===== src/rtl/fu_control_sequencer.sv =====
// Purpose : control-word sequencer; turns packed instructions into FS/AA/BA/DA/rw for the function unit.
// Latency : accept at edge k, first write in cycle k+1, done on write RPT+1; next accept one cycle later.
// Backpres: instr_ready high only in IDLE; an offer made while busy is ignored and must be held.
//
// Ports:
//   clk, rst_n           clock (rising edge), asynchronous active-low reset
//   instr_valid/ready    instruction handshake; instr = {FS[4:0],DA,AA,BA,RPT,FW,RSV}
//   alu_flag             function-unit flags {V,N,Z,C}, sampled at the end of the done cycle
//   fs, aa, ba, da       registered function select and register-file addresses
//   rw, done             write enable and final-write pulse (decoded from state/counter)
//   flag_q               registered flags {V,N,Z,C}
//   trap                 present only when SEQ_TRAP_EN is defined; sticky illegal-instruction flag
// Build option: SEQ_TRAP_EN enables RSV=1 illegal-instruction trapping.

module fu_control_sequencer #(
   parameter  int AW    = 2,
   parameter  int RPT_W = 3,
   localparam int IW    = 5 + 3*AW + RPT_W + 2
) (
   input  logic          clk,
   input  logic          rst_n,
   input  logic          instr_valid,
   output logic          instr_ready,
   input  logic [IW-1:0] instr,
   input  logic [3:0]    alu_flag,
   output logic [4:0]    fs,
   output logic [AW-1:0] aa,
   output logic [AW-1:0] ba,
   output logic [AW-1:0] da,
   output logic          rw,
   output logic          done,
`ifdef SEQ_TRAP_EN
   output logic          trap,
`endif
   output logic [3:0]    flag_q
);

   localparam int DA_LSB  = IW - 5 - AW;
   localparam int AA_LSB  = DA_LSB - AW;
   localparam int BA_LSB  = AA_LSB - AW;
   localparam int RPT_LSB = BA_LSB - RPT_W;

   typedef enum logic [1:0] {
      IDLE   = 2'd0,
      EXEC   = 2'd1,
      REPEAT = 2'd2,
      TRAP   = 2'd3
   } state_t;

   state_t             state;
   logic [RPT_W-1:0]   rpt_q;
   logic [RPT_W-1:0]   cnt;
   logic               fw_q;

   logic [4:0]         i_fs;
   logic [AW-1:0]      i_da, i_aa, i_ba;
   logic [RPT_W-1:0]   i_rpt;
   logic               i_fw;
   logic               i_rsv;

   assign i_fs  = instr[IW-1 -: 5];
   assign i_da  = instr[DA_LSB +: AW];
   assign i_aa  = instr[AA_LSB +: AW];
   assign i_ba  = instr[BA_LSB +: AW];
   assign i_rpt = instr[RPT_LSB +: RPT_W];
   assign i_fw  = instr[1];
   assign i_rsv = instr[0];

   // Without trapping the reserved bit carries no meaning.
`ifndef SEQ_TRAP_EN
   logic rsv_unused;
   assign rsv_unused = i_rsv;
`endif

   assign instr_ready = (state == IDLE);
   assign rw          = (state == EXEC) || (state == REPEAT);
   // EXEC is the last write only when no repeats follow; in REPEAT the count of 1 marks the last pass.
   assign done        = ((state == EXEC) && (rpt_q == '0)) ||
                        ((state == REPEAT) && (cnt == RPT_W'(1)));
`ifdef SEQ_TRAP_EN
   assign trap        = (state == TRAP);
`endif

   always_ff @(posedge clk or negedge rst_n) begin
      if (!rst_n) begin
         state  <= IDLE;
         fs     <= '0;
         aa     <= '0;
         ba     <= '0;
         da     <= '0;
         rpt_q  <= '0;
         cnt    <= '0;
         fw_q   <= 1'b0;
         flag_q <= '0;
      end else begin
         case (state)
            IDLE: begin
               if (instr_valid) begin
`ifdef SEQ_TRAP_EN
                  if (i_rsv) begin
                     // Illegal op is consumed but nothing about it is executed or recorded.
                     state <= TRAP;
                  end else
`endif
                  begin
                     fs    <= i_fs;
                     aa    <= i_aa;
                     ba    <= i_ba;
                     da    <= i_da;
                     rpt_q <= i_rpt;
                     fw_q  <= i_fw;
                     state <= EXEC;
                  end
               end
            end
            EXEC: begin
               if (rpt_q == '0) begin
                  state <= IDLE;
               end else begin
                  // Repeats read the destination on both ports so each pass chains on the last result.
                  cnt   <= rpt_q;
                  aa    <= da;
                  ba    <= da;
                  state <= REPEAT;
               end
            end
            REPEAT: begin
               cnt <= cnt - RPT_W'(1);
               if (cnt == RPT_W'(1))
                  state <= IDLE;
            end
            default: begin
`ifdef SEQ_TRAP_EN
               state <= TRAP;
`else
               state <= IDLE;
`endif
            end
         endcase

         if (done && fw_q)
            flag_q <= alu_flag;
      end
   end

endmodule


===== config.mk =====
export PLATFORM = sky130hd
export DESIGN_NAME = fu_control_sequencer
export DESIGN_NICKNAME = d
export VERILOG_FILES = /design/src/rtl/fu_control_sequencer.sv
export SDC_FILE = /design/constraint.sdc
export NUM_CORES = 1
export LEC_CHECK = 0
export BUFFER_PORTS_ARGS = -buffer_cell sky130_fd_sc_hd__buf_2
export CORE_MARGIN = 5
export CORE_UTILIZATION = 35
export CTS_CLUSTER_SIZE = 30
export DETAILED_ROUTE_END_ITERATION = 8
export GPL_TIMING_DRIVEN = 0
export PLACE_DENSITY_LB_ADDON = 0.05
export SLEW_MARGIN = 20
export SYNTH_ARGS = -nofsm -noshare
export SYNTH_HDL_FRONTEND = slang
export SYNTH_SLANG_ARGS = --single-unit

===== constraint.sdc =====
create_clock -name clk -period 2.1 [get_ports clk]
set_clock_uncertainty 0.1 [all_clocks]
set_input_delay 0.42 -clock clk [delete_from_list [all_inputs] [get_ports clk]]
set_output_delay 0.42 -clock clk [all_outputs]
set_load 0.01 [all_outputs]

# Word level (Yosys, flattened, before mapping)
# Index checks and enable logic that the tools add are counted.
[word_totals] regBits=24 latchBits=0 mem_bits_rw=0 mem_bits_ro=0 in_bits=23 output_inout_bits=18 word_cells=40 memories=0
[classes] addsub=1 multipliers=0 div=0 magnitude_cmp=0 n_eq_ne=6 n_shift=0 n_mux=11 bitwise=0 n_reduce_logical=13
[op_table] operator="2-to-1 mux 2 bit" count=6
[op_table] operator="case mux 2 bit (2 select lines)" count=2
[op_table] operator="case mux 2 bit (3 select lines)" count=1
[op_table] operator="case mux 3 bit (2 select lines)" count=1
[op_table] operator="AND reduction 2 bit" count=3
[op_table] operator="inequality test 2 bit (second input constant)" count=2
[op_table] operator="nonzero test 2 bit" count=2
[op_table] operator="equality test 3 x 1 -> 1 bit (second input constant)" count=1
[op_table] operator="logical AND 1 bit" count=3
[op_table] operator="zero test 3 bit" count=1
[op_table] operator="2-to-1 mux 3 bit" count=1
[op_table] operator="AND reduction 3 bit" count=1
[op_table] operator="subtractor 3 x 1 -> 3 bit (second input constant)" count=1
[op_table] operator="equality test 2 x 1 -> 1 bit (second input constant)" count=1
[op_table] operator="equality test 2 bit (second input constant)" count=1
[op_table] operator="zero test 2 bit" count=1
[op_table] operator="logical OR 1 bit" count=2
[op_table] operator="inequality test 2 x 1 -> 1 bit (second input constant)" count=1

# Depth between registers and ports, before layout
[depth] word_depth=4 depth_mapped=6 depth_no_buf=5

# Worst setup path before layout
# Ideal clock, no wire load.
[synth_path] kind="register to output" startpoint="register state[1]" endpoint="output port done" arrival_ns=1.258 path_slack_ns=0.322 stages_incl_launch_ff=5 path_cell_list="dfrtp_1 > inv_1 > ha_1 > nor4b_4 > or2_2"
[synth_via] elab_chain_len=3 elab_cells_between_ends=5
[synth_lines] element="start: declaration" line="50" source="state_t state;"
[synth_lines] element="start signal: assignment" line="86" source="state <= IDLE;"
[synth_lines] element="start signal: assignment" line="112" source="state <= EXEC;"
[synth_lines] element="start signal: assignment" line="118" source="state <= IDLE;"
[synth_lines] element="equality test 2 x 1 -> 1 bit or equality test 2 bit (tied branches)" line="78, 79"
[synth_lines] element="logical AND 1 bit, on equally long branches" line="78, 79"
[synth_lines] element="logical OR 1 bit (*)" line="78" source="assign done = ((state == EXEC) && (rpt_q == '0)) ||"
[synth_lines] element="end: declaration" line="31" source="output logic done,"
# Every way passes the cells marked *; elsewhere a longest branch is shown, timed or not.

# Worst setup path in the final report
[layout_path] startpoint="register state[0]" endpoint="output port done"
# The elaborated chain is that of the path after synthesis.

==> metrics.cfg <==
[outcome]
status = finished, final reports clean

[synthesis]
yosysUniqueCellTypes = 27
ys_seq_area_frac = 0.5145
ys_warn_count = 0
syn_inst = 95
syn_area_um2 = 1167
yosys-top-cells-area = dfrtp_1 51%, mux2_2 14%, ha_1 5.4%
ys_ff_latch = 24
synth.avg_cell_area_um2 = 12.29
synth_top_cell_by_area = dfrtp_1
synth_top_area_share = 0.5145
mappedNetlistNets = 123

[floorplanning]
initial_core_util = 0.3554
ios = 41
chipHeight_um = 67.75
rows = 21
coreArea_um2 = 3284
die-area_um2 = 4590
die_w_um = 67.75

[drt]
post-route-drc-count = 0
drt_first_pass_iters = 4
vias_per_cell = 4.644
drt-total-wl_um = 2357
wl_per_cell_um = 12.54
via_count = 873
initialDrtViolationCount = 24
ant_nets = 0

[grt]
grt_pass1_vias = 894
antenna_found_initial = 0
grt_pass1_wl_um = 3912
grt_overflow = 0
grt_max_degree = 25
grt.total_usage = 0.1137

[power]
internal_power_w = 0.001490
leakagePower_nw = 0.7410
combinationalPowerShare = 0.480
total_power_w = 0.002308
irDropWorstVdd_uv = 537.3
power_density_nw_per_um2 = 1495
power.switching_w = 0.0008184
seq_power_share = 0.378
pwr-share-clk = 0.143
p_sw_frac = 0.3545

[timing]
min_period_over_period = 0.9866
rsz0062_at_grt = yes
slew_violations = 0
holdWs_ps = 208.4
max_slew_margin = 0.6389
period_needed_ps = 2072
fmax_mhz = 482.6
hold_viol = 0
finalSetupViolCount = 0
worstMarginPinSlew_ps = 541.6

[critical_path]
cp_slowest_cell = dfrtp_1
critical_path_arrival_ps = 1550
cp_slowest_stage_delay_ps = 460
path_cells = inv_2, ha_4, and3b_2, or2_4, buf_6
cp_max_fo = 3
critPathLaunchType = flop
crit_type = reg -> out
critPathCaptureType = output port
cp.required_ps = 1580

[worst_hold_path]
hold_path_class = in -> reg

[cts]
tritoncts.num_buffers = 3
cts_tree = done
clkTransAtPathRegs_ps = 130
numClockSinks = 24
clkLatencyLatePin_ps = 310
root_buffer = clkbuf_4
clockBufferDepth = 2
htreeDepth = 1

[final_layout]
layout-drive-gt1-share = 0.5070
final_cells = 188
area_delta_synth_final_pct = 32.26
diodes = 0
final_common_cell = buf_2
final_cell_mix = 38 x buf_2, 24 x dfrtp_1, 15 x mux2_2, 7 x inv_1
postLayoutCoreUtil = 0.4701
nets = 171

[flow_run]
cap_viol_max_count = 0

[place]
gp_congestion = 0.7033
place_inst = 180
dp_hpwl_um = 1789
port_buffers = 39

[through the flow]
| stage | TNS [ps] | instance area (um2) | setup WS (ps) |
|---|---|---|---|
| 2_1_floorplan | 0 | 1167 | 321.9 |
| 3_3_place_gp | 0 | 1420 | 63.87 |
| 3_5_place_dp | 0 | 1420 | 65.70 |
| 4_1_cts | -9.471 | 1540 | -9.471 |
| 5_1_grt | -35.41 | 1544 | -35.41 |
| 6_report | 0 | 1544 | 28.05 |
[registers in the layout (all words and copies together) (netlist names)]
signal and count:
fs 5, flag_q 4, cnt 3, rpt_q 3
aa 2, ba 2, da 2, state 2
fw_q 1
[worst max-delay path, delay by kind of cell (launching register included)]
kind / cells / cell delay (ps)
adders and majority gates: 1 / 170
buffers and inverters: 2 / 190
DFF: 1 / 460
and+or+nand+nor: 2 / 430
[logic make-up (layout without fill, tap and decap cells)]
| family | Yosys count | after routing | share of synthesized area |
|---|---|---|---|
| AO/OA/AOI/OAI | 17 | 17 | 0.09647 |
| flip-flops | 24 | 24 | 0.5145 |
| multiplexers | 22 | 22 | 0.2090 |
| buffers and inverters | 12 | 59 | 0.03858 |
| AND/OR/NAND/NOR | 15 | 15 | 0.08791 |
| adder cells (fa/ha/maj) | 5 | 5 | 0.05359 |
[metal layers]
layer  global-route usage  share of wire  vias to the layer above
li1                     -              -                      421
met1               0.1424           0.44                      425
met2               0.1847           0.48                       25
met3              0.02995          0.068                        2
met4              0.04557         0.0089                        0
met5                    0              0                        -
[power by group through the flow]
| stage | Clock, W | Sequential (W) | Combinational, W |
|---|---|---|---|
| 3_3_place_gp | 0 | 0.000868 | 0.00104 |
| 4_1_cts | 0.000347 | 0.000880 | 0.00112 |
| 2_1_floorplan | 0 | 0.000925 | 0.000663 |
| 3_5_place_dp | 0 | 0.000879 | 0.00105 |
| 6_report | 0.000330 | 0.000872 | 0.00111 |
| 5_1_grt | 0.000360 | 0.000906 | 0.00124 |
[final cells by class]
| type | count | area, um2 |
|---|---|---|
| sequential | 24 | 600.6 |
| tap | 46 | 57.56 |
| clock buffer | 3 | 22.52 |
| timing repair buffer | 44 | 241.5 |
| multi-input combinational | 59 | 550.5 |
| buffer | 2 | 7.507 |
| inverter | 9 | 33.78 |
| fill | 339 | 1740 |
| clock inverter | 1 | 30.03 |
[synthesized netlist by cell type]
cell,n
a211o_1,1
a21boi_0,1
a21oi_1,4
and3b_1,1
clkbuf_1,3
dfrtp_1,24
ha_1,5
inv_1,9
mux2_1,4
mux2_2,15
mux2i_1,3
nand2_1,5
nand2b_1,1
nand3b_1,1
nor2_1,2
nor2b_1,1
nor3_2,1
nor3b_1,1
nor4b_4,1
o211ai_1,1
o21ai_0,5
o21ai_2,1
o21ba_2,1
o22a_1,1
o31a_1,1
o31ai_1,1
or2_2,1
[path summary, 6_finish.rpt]
| check | end | from | slack [ps] | cells after the start |
|---|---|---|---|---|
| max | done | state[0]$_DFFE_PN0P_ | 30 | 5 |
| min | flag_q[0]$_DFFE_PN0P_ | alu_flag[0] | 210 | 2 |
| max reg2reg | aa[0]$_DFFE_PN0P_ | state[0]$_DFFE_PN0P_ | 130 | 6 |
| min reg2reg | flag_q[1]$_DFFE_PN0P_ | flag_q[1]$_DFFE_PN0P_ | 400 | 1 |
| max in group asynchronous | da[0]$_DFFE_PN0P_ | rst_n | 1020 | 2 |
| min in group asynchronous | state[0]$_DFFE_PN0P_ | rst_n | 520 | 2 |
[timing repair]
| action | 4_1_cts | 5_1_grt |
|---|---|---|
| buffers inserted | 3 | 1 |
| hold endpoints to repair | 24 | 0 |
| pin swaps | 2 | 0 |
| gates resized for setup | 9 | 0 |
| endpoints found under the setup margin | 1 | 11 |
| hold buffers | 1 | 0 |
No activity file was read; power rests on OpenSTA's default activity.
